File: config.mk
export PLATFORM = sky130hd
export DESIGN_NAME = serial_addsub_fsm_flat
export DESIGN_NICKNAME = d
export VERILOG_FILES = /design/src/rtl/serial_addsub_fsm_if.sv /design/src/rtl/serial_addsub_fsm.sv /design/src/flat_wrapper.sv
export SDC_FILE = /design/constraint.sdc
export NUM_CORES = 1
export LEC_CHECK = 0
export CELL_PAD_IN_SITES_DETAIL_PLACEMENT = 0
export CELL_PAD_IN_SITES_GLOBAL_PLACEMENT = 1
export CORE_ASPECT_RATIO = 0.6
export CORE_MARGIN = 3
export CORE_UTILIZATION = 30
export CTS_CLUSTER_DIAMETER = 50
export DETAILED_ROUTE_END_ITERATION = 6
export PLACE_DENSITY = 0.76
export SYNTH_ARGS = -nofsm -noshare
export SYNTH_HDL_FRONTEND = slang
export SYNTH_SLANG_ARGS = --single-unit
File: constraint.sdc
create_clock -name clk -period 4.8 [get_ports clk]
set_input_delay 0.96 -clock clk [delete_from_list [all_inputs] [get_ports clk]]
set_output_delay 0.96 -clock clk [all_outputs]
set_load 0.02 [all_outputs]
File: src/rtl/serial_addsub_fsm_if.sv
// Parallel operand/command side and serial/parallel result side of the bit-serial adder/subtractor.
// master drives operands and start; slave (the datapath) drives status and results.
interface serial_addsub_fsm_if #(
    parameter int WIDTH = 8
);
    logic             start;
    logic             sub;
    logic [WIDTH-1:0] data_a;
    logic [WIDTH-1:0] data_b;
    logic             busy;
    logic             sum_out;
    logic             sum_valid;
    logic             a_bit;
    logic             b_bit;
    logic [WIDTH-1:0] result;
    logic             carry_out;
    logic             overflow;
    logic             done;

    modport master (
        output start, sub, data_a, data_b,
        input  busy, sum_out, sum_valid, a_bit, b_bit, result, carry_out, overflow, done
    );

    modport slave (
        input  start, sub, data_a, data_b,
        output busy, sum_out, sum_valid, a_bit, b_bit, result, carry_out, overflow, done
    );
endinterface

File: src/rtl/serial_addsub_fsm.sv
// Bit-serial WIDTH-bit adder/subtractor, LSB first, with IDLE/SHIFT/DONE control.
// Latency: start edge to done is WIDTH+1 cycles; start is ignored while busy (no queueing).
module serial_addsub_fsm #(
    parameter int WIDTH = 8
) (
    input  logic              clk,
    input  logic              rst,
    serial_addsub_fsm_if.slave bus
);
    localparam int            CW       = $clog2(WIDTH);
    localparam logic [CW-1:0] CNT_LAST = CW'(WIDTH - 1);

    localparam logic [1:0] S_IDLE  = 2'd0;
    localparam logic [1:0] S_SHIFT = 2'd1;
    localparam logic [1:0] S_DONE  = 2'd2;

    logic [1:0]       state_q, state_d;
    logic [WIDTH-1:0] sra_q, sra_d;
    logic [WIDTH-1:0] srb_q, srb_d;
    logic             mode_q, mode_d;
    logic             carry_q, carry_d;
    logic [CW-1:0]    cnt_q, cnt_d;
    logic [WIDTH-1:0] result_q, result_d;
    logic             carry_out_q, carry_out_d;
    logic             overflow_q, overflow_d;

    logic b_eff;
    logic sum_bit;
    logic carry_nxt;

    // Subtract is A + ~B + 1: B is inverted per bit and the +1 is the preloaded carry.
    assign b_eff     = srb_q[0] ^ mode_q;
    assign sum_bit   = sra_q[0] ^ b_eff ^ carry_q;
    assign carry_nxt = (sra_q[0] & b_eff) | (sra_q[0] & carry_q) | (b_eff & carry_q);

    always_comb begin
        state_d     = state_q;
        sra_d       = sra_q;
        srb_d       = srb_q;
        mode_d      = mode_q;
        carry_d     = carry_q;
        cnt_d       = cnt_q;
        result_d    = result_q;
        carry_out_d = carry_out_q;
        overflow_d  = overflow_q;

        case (state_q)
            S_IDLE: begin
                if (bus.start) begin
                    state_d     = S_SHIFT;
                    sra_d       = bus.data_a;
                    srb_d       = bus.data_b;
                    mode_d      = bus.sub;
                    carry_d     = bus.sub;
                    cnt_d       = '0;
                    result_d    = '0;
                    carry_out_d = 1'b0;
                    overflow_d  = 1'b0;
                end
            end
            S_SHIFT: begin
                carry_d  = carry_nxt;
                sra_d    = {1'b0, sra_q[WIDTH-1:1]};
                srb_d    = {1'b0, srb_q[WIDTH-1:1]};
                result_d = {sum_bit, result_q[WIDTH-1:1]};
                cnt_d    = cnt_q + CW'(1);
                if (cnt_q == CNT_LAST) begin
                    state_d     = S_DONE;
                    carry_out_d = carry_nxt;
                    // carry_q here is the carry into the MSB position
                    overflow_d  = carry_q ^ carry_nxt;
                end
            end
            S_DONE: begin
                state_d = S_IDLE;
            end
            default: begin
                state_d = S_IDLE;
            end
        endcase
    end

    always_ff @(posedge clk) begin
        if (!rst) begin
            state_q     <= S_IDLE;
            sra_q       <= '0;
            srb_q       <= '0;
            mode_q      <= 1'b0;
            carry_q     <= 1'b0;
            cnt_q       <= '0;
            result_q    <= '0;
            carry_out_q <= 1'b0;
            overflow_q  <= 1'b0;
        end else begin
            state_q     <= state_d;
            sra_q       <= sra_d;
            srb_q       <= srb_d;
            mode_q      <= mode_d;
            carry_q     <= carry_d;
            cnt_q       <= cnt_d;
            result_q    <= result_d;
            carry_out_q <= carry_out_d;
            overflow_q  <= overflow_d;
        end
    end

    assign bus.busy      = (state_q != S_IDLE);
    assign bus.sum_valid = (state_q == S_SHIFT);
    assign bus.sum_out   = (state_q == S_SHIFT) & sum_bit;
    assign bus.a_bit     = sra_q[0];
    assign bus.b_bit     = srb_q[0];
    assign bus.result    = result_q;
    assign bus.carry_out = carry_out_q;
    assign bus.overflow  = overflow_q;
    assign bus.done      = (state_q == S_DONE);
endmodule

File: src/flat_wrapper.sv
// flat-port wrapper written by rule: the top's interface ports become plain ports
module serial_addsub_fsm_flat 
#(
    parameter int WIDTH = 8
)
  (clk, rst, bus_start, bus_sub, bus_data_a, bus_data_b, bus_busy, bus_sum_out, bus_sum_valid, bus_a_bit, bus_b_bit, bus_result, bus_carry_out, bus_overflow, bus_done);
  serial_addsub_fsm_if #(.WIDTH(WIDTH)) bus_i ();
  input  logic clk;
  input  logic rst;
  input wire logic [$bits(bus_i.start)-1:0] bus_start;
  input wire logic [$bits(bus_i.sub)-1:0] bus_sub;
  input wire logic [$bits(bus_i.data_a)-1:0] bus_data_a;
  input wire logic [$bits(bus_i.data_b)-1:0] bus_data_b;
  output wire logic [$bits(bus_i.busy)-1:0] bus_busy;
  output wire logic [$bits(bus_i.sum_out)-1:0] bus_sum_out;
  output wire logic [$bits(bus_i.sum_valid)-1:0] bus_sum_valid;
  output wire logic [$bits(bus_i.a_bit)-1:0] bus_a_bit;
  output wire logic [$bits(bus_i.b_bit)-1:0] bus_b_bit;
  output wire logic [$bits(bus_i.result)-1:0] bus_result;
  output wire logic [$bits(bus_i.carry_out)-1:0] bus_carry_out;
  output wire logic [$bits(bus_i.overflow)-1:0] bus_overflow;
  output wire logic [$bits(bus_i.done)-1:0] bus_done;
  assign bus_i.start = bus_start;
  assign bus_i.sub = bus_sub;
  assign bus_i.data_a = bus_data_a;
  assign bus_i.data_b = bus_data_b;
  assign bus_busy = bus_i.busy;
  assign bus_sum_out = bus_i.sum_out;
  assign bus_sum_valid = bus_i.sum_valid;
  assign bus_a_bit = bus_i.a_bit;
  assign bus_b_bit = bus_i.b_bit;
  assign bus_result = bus_i.result;
  assign bus_carry_out = bus_i.carry_out;
  assign bus_overflow = bus_i.overflow;
  assign bus_done = bus_i.done;
  serial_addsub_fsm #(.WIDTH(WIDTH)) u_core (.clk(clk), .rst(rst), .bus(bus_i));
endmodule
Word-level counts from Yosys, hierarchy flattened
Cells that the tools add are included.
W data, S select, Z words.
{ "classes": {"eq_ne": 5, "n_bitwise": 10, "reduce_logical": 7, "n_mux": 18, "addsub": 1} }
{ "op_table": {"columns": ["operator", "count"], "rows": [
  ["$pmux W8 S2", 3],
  ["$mux W8", 3],
  ["$pmux W1 S2", 3],
  ["$pmux W3 S2", 1],
  ["$reduce_and A2 Y1", 3],
  ["$and A1 B1 Y1", 4],
  ["$mux W1", 4],
  ["$mux W2", 2],
  ["$pmux W2 S2", 1],
  ["$reduce_bool A2 Y1", 2],
  ["$xor A1 B1 Y1", 4],
  ["$add A3 B1 Y3 const B", 1],
  ["$eq A3 B3 Y1 const B", 1],
  ["$mux W3", 1],
  ["$reduce_and A3 Y1", 1],
  ["$eq A2 B1 Y1 const B", 1],
  ["$eq A2 B2 Y1 const B", 1],
  ["$logic_not A2 Y1", 1],
  ["$ne A2 B1 Y1 const B", 1],
  ["$ne A2 B2 Y1 const B", 1],
  ["$or A1 B1 Y1", 2]
]} }
{ "totals": {"reg_bits": 33, "out_inout_bits": 16, "in_bits": 20} }

Longest topological paths before layout
{ "logic_depth": {"ltp_word": 7, "mapped_depth": 6, "depth_no_buf": 5} }

Worst setup path after synthesis
OpenSTA, ideal clock, no wires.
{ "synth_path": {"path_kind": "register to output", "from": "reg u_core.srb_q[0]", "to": "out bus_sum_out", "required_ns": 3.840, "arrival_time_ns": 1.622, "path_stages_with_launch": 4, "path_slack_ns": 2.218, "path_buffers": 0, "path_cell_list": "dfxtp_1 xnor2_1 fa_1 nor3b_1"} }
{ "synth_between": {"elab_chain_len": 4} }
{ "synth_rtl": {"columns": ["element", "line", "rtl"], "rows": [
  ["start: declaration", "serial_addsub_fsm.sv:19", "logic [WIDTH-1:0] srb_q, srb_d;"],
  ["start signal: assignment", "serial_addsub_fsm.sv:97", "srb_q <= srb_d;"],
  ["$xor A1 B1 Y1", "serial_addsub_fsm.sv:32", "assign b_eff = srb_q[0] ^ mode_q;"],
  ["$xor A1 B1 Y1 (2 in series)", "serial_addsub_fsm.sv:33", "assign sum_bit = sra_q[0] ^ b_eff ^ carry_q;"],
  ["$and A1 B1 Y1", "serial_addsub_fsm.sv:109", "assign bus.sum_out = (state_q == S_SHIFT) & sum_bit;"],
  ["end: declaration", "flat_wrapper.sv:15", "output wire logic [$bits(bus_i.sum_out)-1:0] bus_sum_out;"]
]} }
No other way between the ends.

Worst setup path in the final report
{ "layout_path": {"from": "reg u_core.state_q[0]", "to": "out bus_sum_valid"} }
{ "layout_between": {"elab_chain_len": 1} }
{ "layout_rtl": {"columns": ["element", "line", "rtl"], "rows": [
  ["start: declaration", "serial_addsub_fsm.sv:17", "logic [1:0] state_q, state_d;"],
  ["start signal: assignment", "serial_addsub_fsm.sv:95", "state_q <= state_d;"],
  ["$eq A2 B1 Y1", "serial_addsub_fsm.sv:108", "assign bus.sum_valid = (state_q == S_SHIFT);"],
  ["end: declaration", "flat_wrapper.sv:16", "output wire logic [$bits(bus_i.sum_valid)-1:0] bus_sum_valid;"]
]} }
No other way between the ends.

==> metrics.yaml <==
ys_seq_elements: 33
hpwl_mm: 2.25
report.final.slew_viol_count: 0
maxCapViolCount: 0
chipHeight_um: 59.0
num_vias: 1211
endpoint_kind: "output port"
drive_gt1_frac: 0.0585
synthesis.nets: 181
path_cells: "nand2b_1, inv_2, clkdlybuf4s50_1"
synth_cell_types: 29
tns_ns: 0
place_worst_setup_slack_ns: 1.70
cp-startpoint: "u_core.state_q[0]"
async_flop_share: 0
status: "finished clean"
cts_hold_buf: 0
synth_top_cell_area_share: 0.470
path_buf_inv: 2
htreeDepth: 2
grt_pass1_vias: 1188
synth-compound-area-share: 0.263
worstSetupStartpointType: "flop"
grt_pass1_wl_mm: 5.67
antenna_found_initial: 0
row_count: 18
vdd_ir_drop_max_mv: 0.121
critPathMaxStageDelay_ns: 0.69
yosysWarnings: 0
synth_edf_count: 0
required_ns: 3.84
cp_num_cells: 3
core_um2: 4300
synthMuxAreaShare: 0.0214
rsz0062_at_grt: "false"
hold_class: "flop to flop"
drc_errors: 0
port_buffers: 35
fin_crit_sh: 0.707
nNetsFinal: 211
clkLatencyLatePin_ns: 0.28
ios: 36
synth_seq_area_share: 0.470
cts_made_buffers: 5
cts_root_buf: "clkbuf_8"
cts_tree: "yes"
grt_use_total: 0.134
synth_common_cells: "dfxtp_1, a21oi_1, nand2_1, o21ai_0, nor2b_1"
crit_fanout: 26
slowest_stage: "clkdlybuf4s50_1"
synth_top_area_cell: "dfxtp_1"
fp.dieW_um: 94.4
grt_max_degree: 34
skew_ns: 0.00255
yosysMostFrequentCell: "dfxtp_1"
post_cts_buffers: 0
reg2reg_to: "u_core.sra_q[0]"
hold_viol: 0
cts.clk_slew.worst_paths_ns: 0.06
synth_xor_area_frac: 0.0125
yosys-top-cells-area: "dfxtp_1, a21oi_1, a22oi_1"
crit_family: "buffers and inverters"
synth_ff_type: "dfxtp_1"
setup_viol_count_final: 0
synth_cells: 158
whs_path_depth: 2
synth_simple_gate_area_share: 0.149
firstDrtPassIters: 4
cts-resized-gates: 0
regToRegSetupSlack_ns: 2.83
routed_via_density: 4.88
crit_end: "bus_sum_valid"
r2r_start: "u_core.state_q[1]"
drt_iter0_markers: 84
critPathArrivalTime_ns: 2.43
synth_top_family_by_area: "compound AO/OA/AOI/OAI gates"
p_per_area_nw_per_um2: 322
leakage_nw: 0.687
clock_path_buffers: 2
worst_hold_slack_ns: 0.482
area_growth_pct: 32.2
finalWirelength_mm: 3.41
setup_slack_ns: 1.41
slew_headroom: 0.303
cts_sinks: 33
gp_congestion: 0.787
avgSynthCellArea_um2: 8.89
tightest_slew_ns: 1.05
worstSetupPathType: "flop to output port"
grt_overflow: 0
syn_area_um2: 1410
synthAdderAreaFrac: 0.0321
fp.dieArea_um2: 5570
start_util: 0.327
period_needed_ns: 3.39
worstRegToRegCells: 4
fmaxAchievable_mhz: 295
wl_per_cell_um: 13.7
antennaDiodeCount: 0
antenna_violating_nets_post_route: 0
[cell type report]
type	count	area [um2]
multi-input cells	109	671
inverters	4	15.0
fillers	438	2440
well taps	60	75.1
repair buffers	35	350
clock buffers	7	86.3
flip-flops and latches	33	661
[per-stage QoR]
| stage | cell area [um2] | cells | utilization | power, W |
|---|---|---|---|---|
| final | 1860 | 248 | 0.432 | 0.000598 |
| after global routing | 1860 | 248 | 0.432 | 0.000632 |
| after CTS | 1860 | 248 | 0.432 | 0.000606 |
| after detailed placement | 1770 | 241 | 0.412 | 0.000398 |
| after global placement | 1770 | 241 | 0.412 | 0.000396 |
| after floorplan | 1410 | 158 | - | 0.000361 |
[flip-flops by register name, indices dropped and copies added, names as in the netlist]
register / flops
u_core.srb_q: 8
u_core.cnt_q: 3
u_core.state_q: 2
u_core.bus.result: 8
u_core.bus.overflow: 1
u_core.bus.carry_out: 1
u_core.mode_q: 1
u_core.sra_q: 8
u_core.carry_q: 1
[power by group]
part | total (W) | internal (W) | leakage (nW) | switching [W]
clock network | 0.000206 | 0.000114 | 0.0443 | 0.0000927
registers | 0.000300 | 0.000290 | 0.271 | 0.0000108
logic | 0.0000917 | 0.0000445 | 0.372 | 0.0000472
[per-layer routing]
metal,vias to the layer above,global-route usage,share of wire
met4,0,0.0617,0.0038
met1,561,0.191,0.53
met2,35,0.179,0.40
met3,2,0.0495,0.065
met5,-,0,0
li1,613,-,-
[cells in the final DEF (no fill, tap or decap)]
master / instances
a22oi_1: 12
mux2i_1: 3
and3_1: 1
dfxtp_1: 33
clkdlybuf4s50_1: 35
a21oi_1: 27
a31oi_1: 1
fa_1: 1
clkbuf_1: 1
and2b_1: 1
xnor2_1: 1
o21ba_2: 1
nand2b_1: 1
o21ai_0: 16
o211a_1: 1
or2_2: 1
xor2_1: 1
a21boi_1: 2
o221a_2: 1
inv_2: 1
nor2_1: 1
clkbuf_8: 6
o21bai_2: 1
nor2b_1: 13
nor3b_1: 3
inv_1: 3
ha_1: 2
or4_1: 2
nand2_1: 16
[logic make-up after synthesis]
family | Yosys count
mux | 3
compound gates | 62
flops | 33
simple gates | 39
buf+inv | 16
xor+xnor | 2
fa+ha+maj | 3
[worst min-delay path: stages, from the launching register on]
cell and delay, ns:
dfxtp_1 0.31, nand2_1 0.05, a31oi_1 0.07
[worst min path at each step]
stage                   startpoint                   to  slack [ns]
2_1_floorplan      u_core.srb_q[3]      u_core.srb_q[2]        0.44
3_3_place_gp       u_core.srb_q[3]      u_core.srb_q[2]        0.46
3_5_place_dp       u_core.srb_q[3]      u_core.srb_q[2]        0.47
4_1_cts            u_core.srb_q[3]      u_core.srb_q[2]        0.48
5_1_grt        u_core.bus.overflow  u_core.bus.overflow        0.50
6_report           u_core.srb_q[3]      u_core.srb_q[2]        0.48
(Power assumes the default switching activity.)
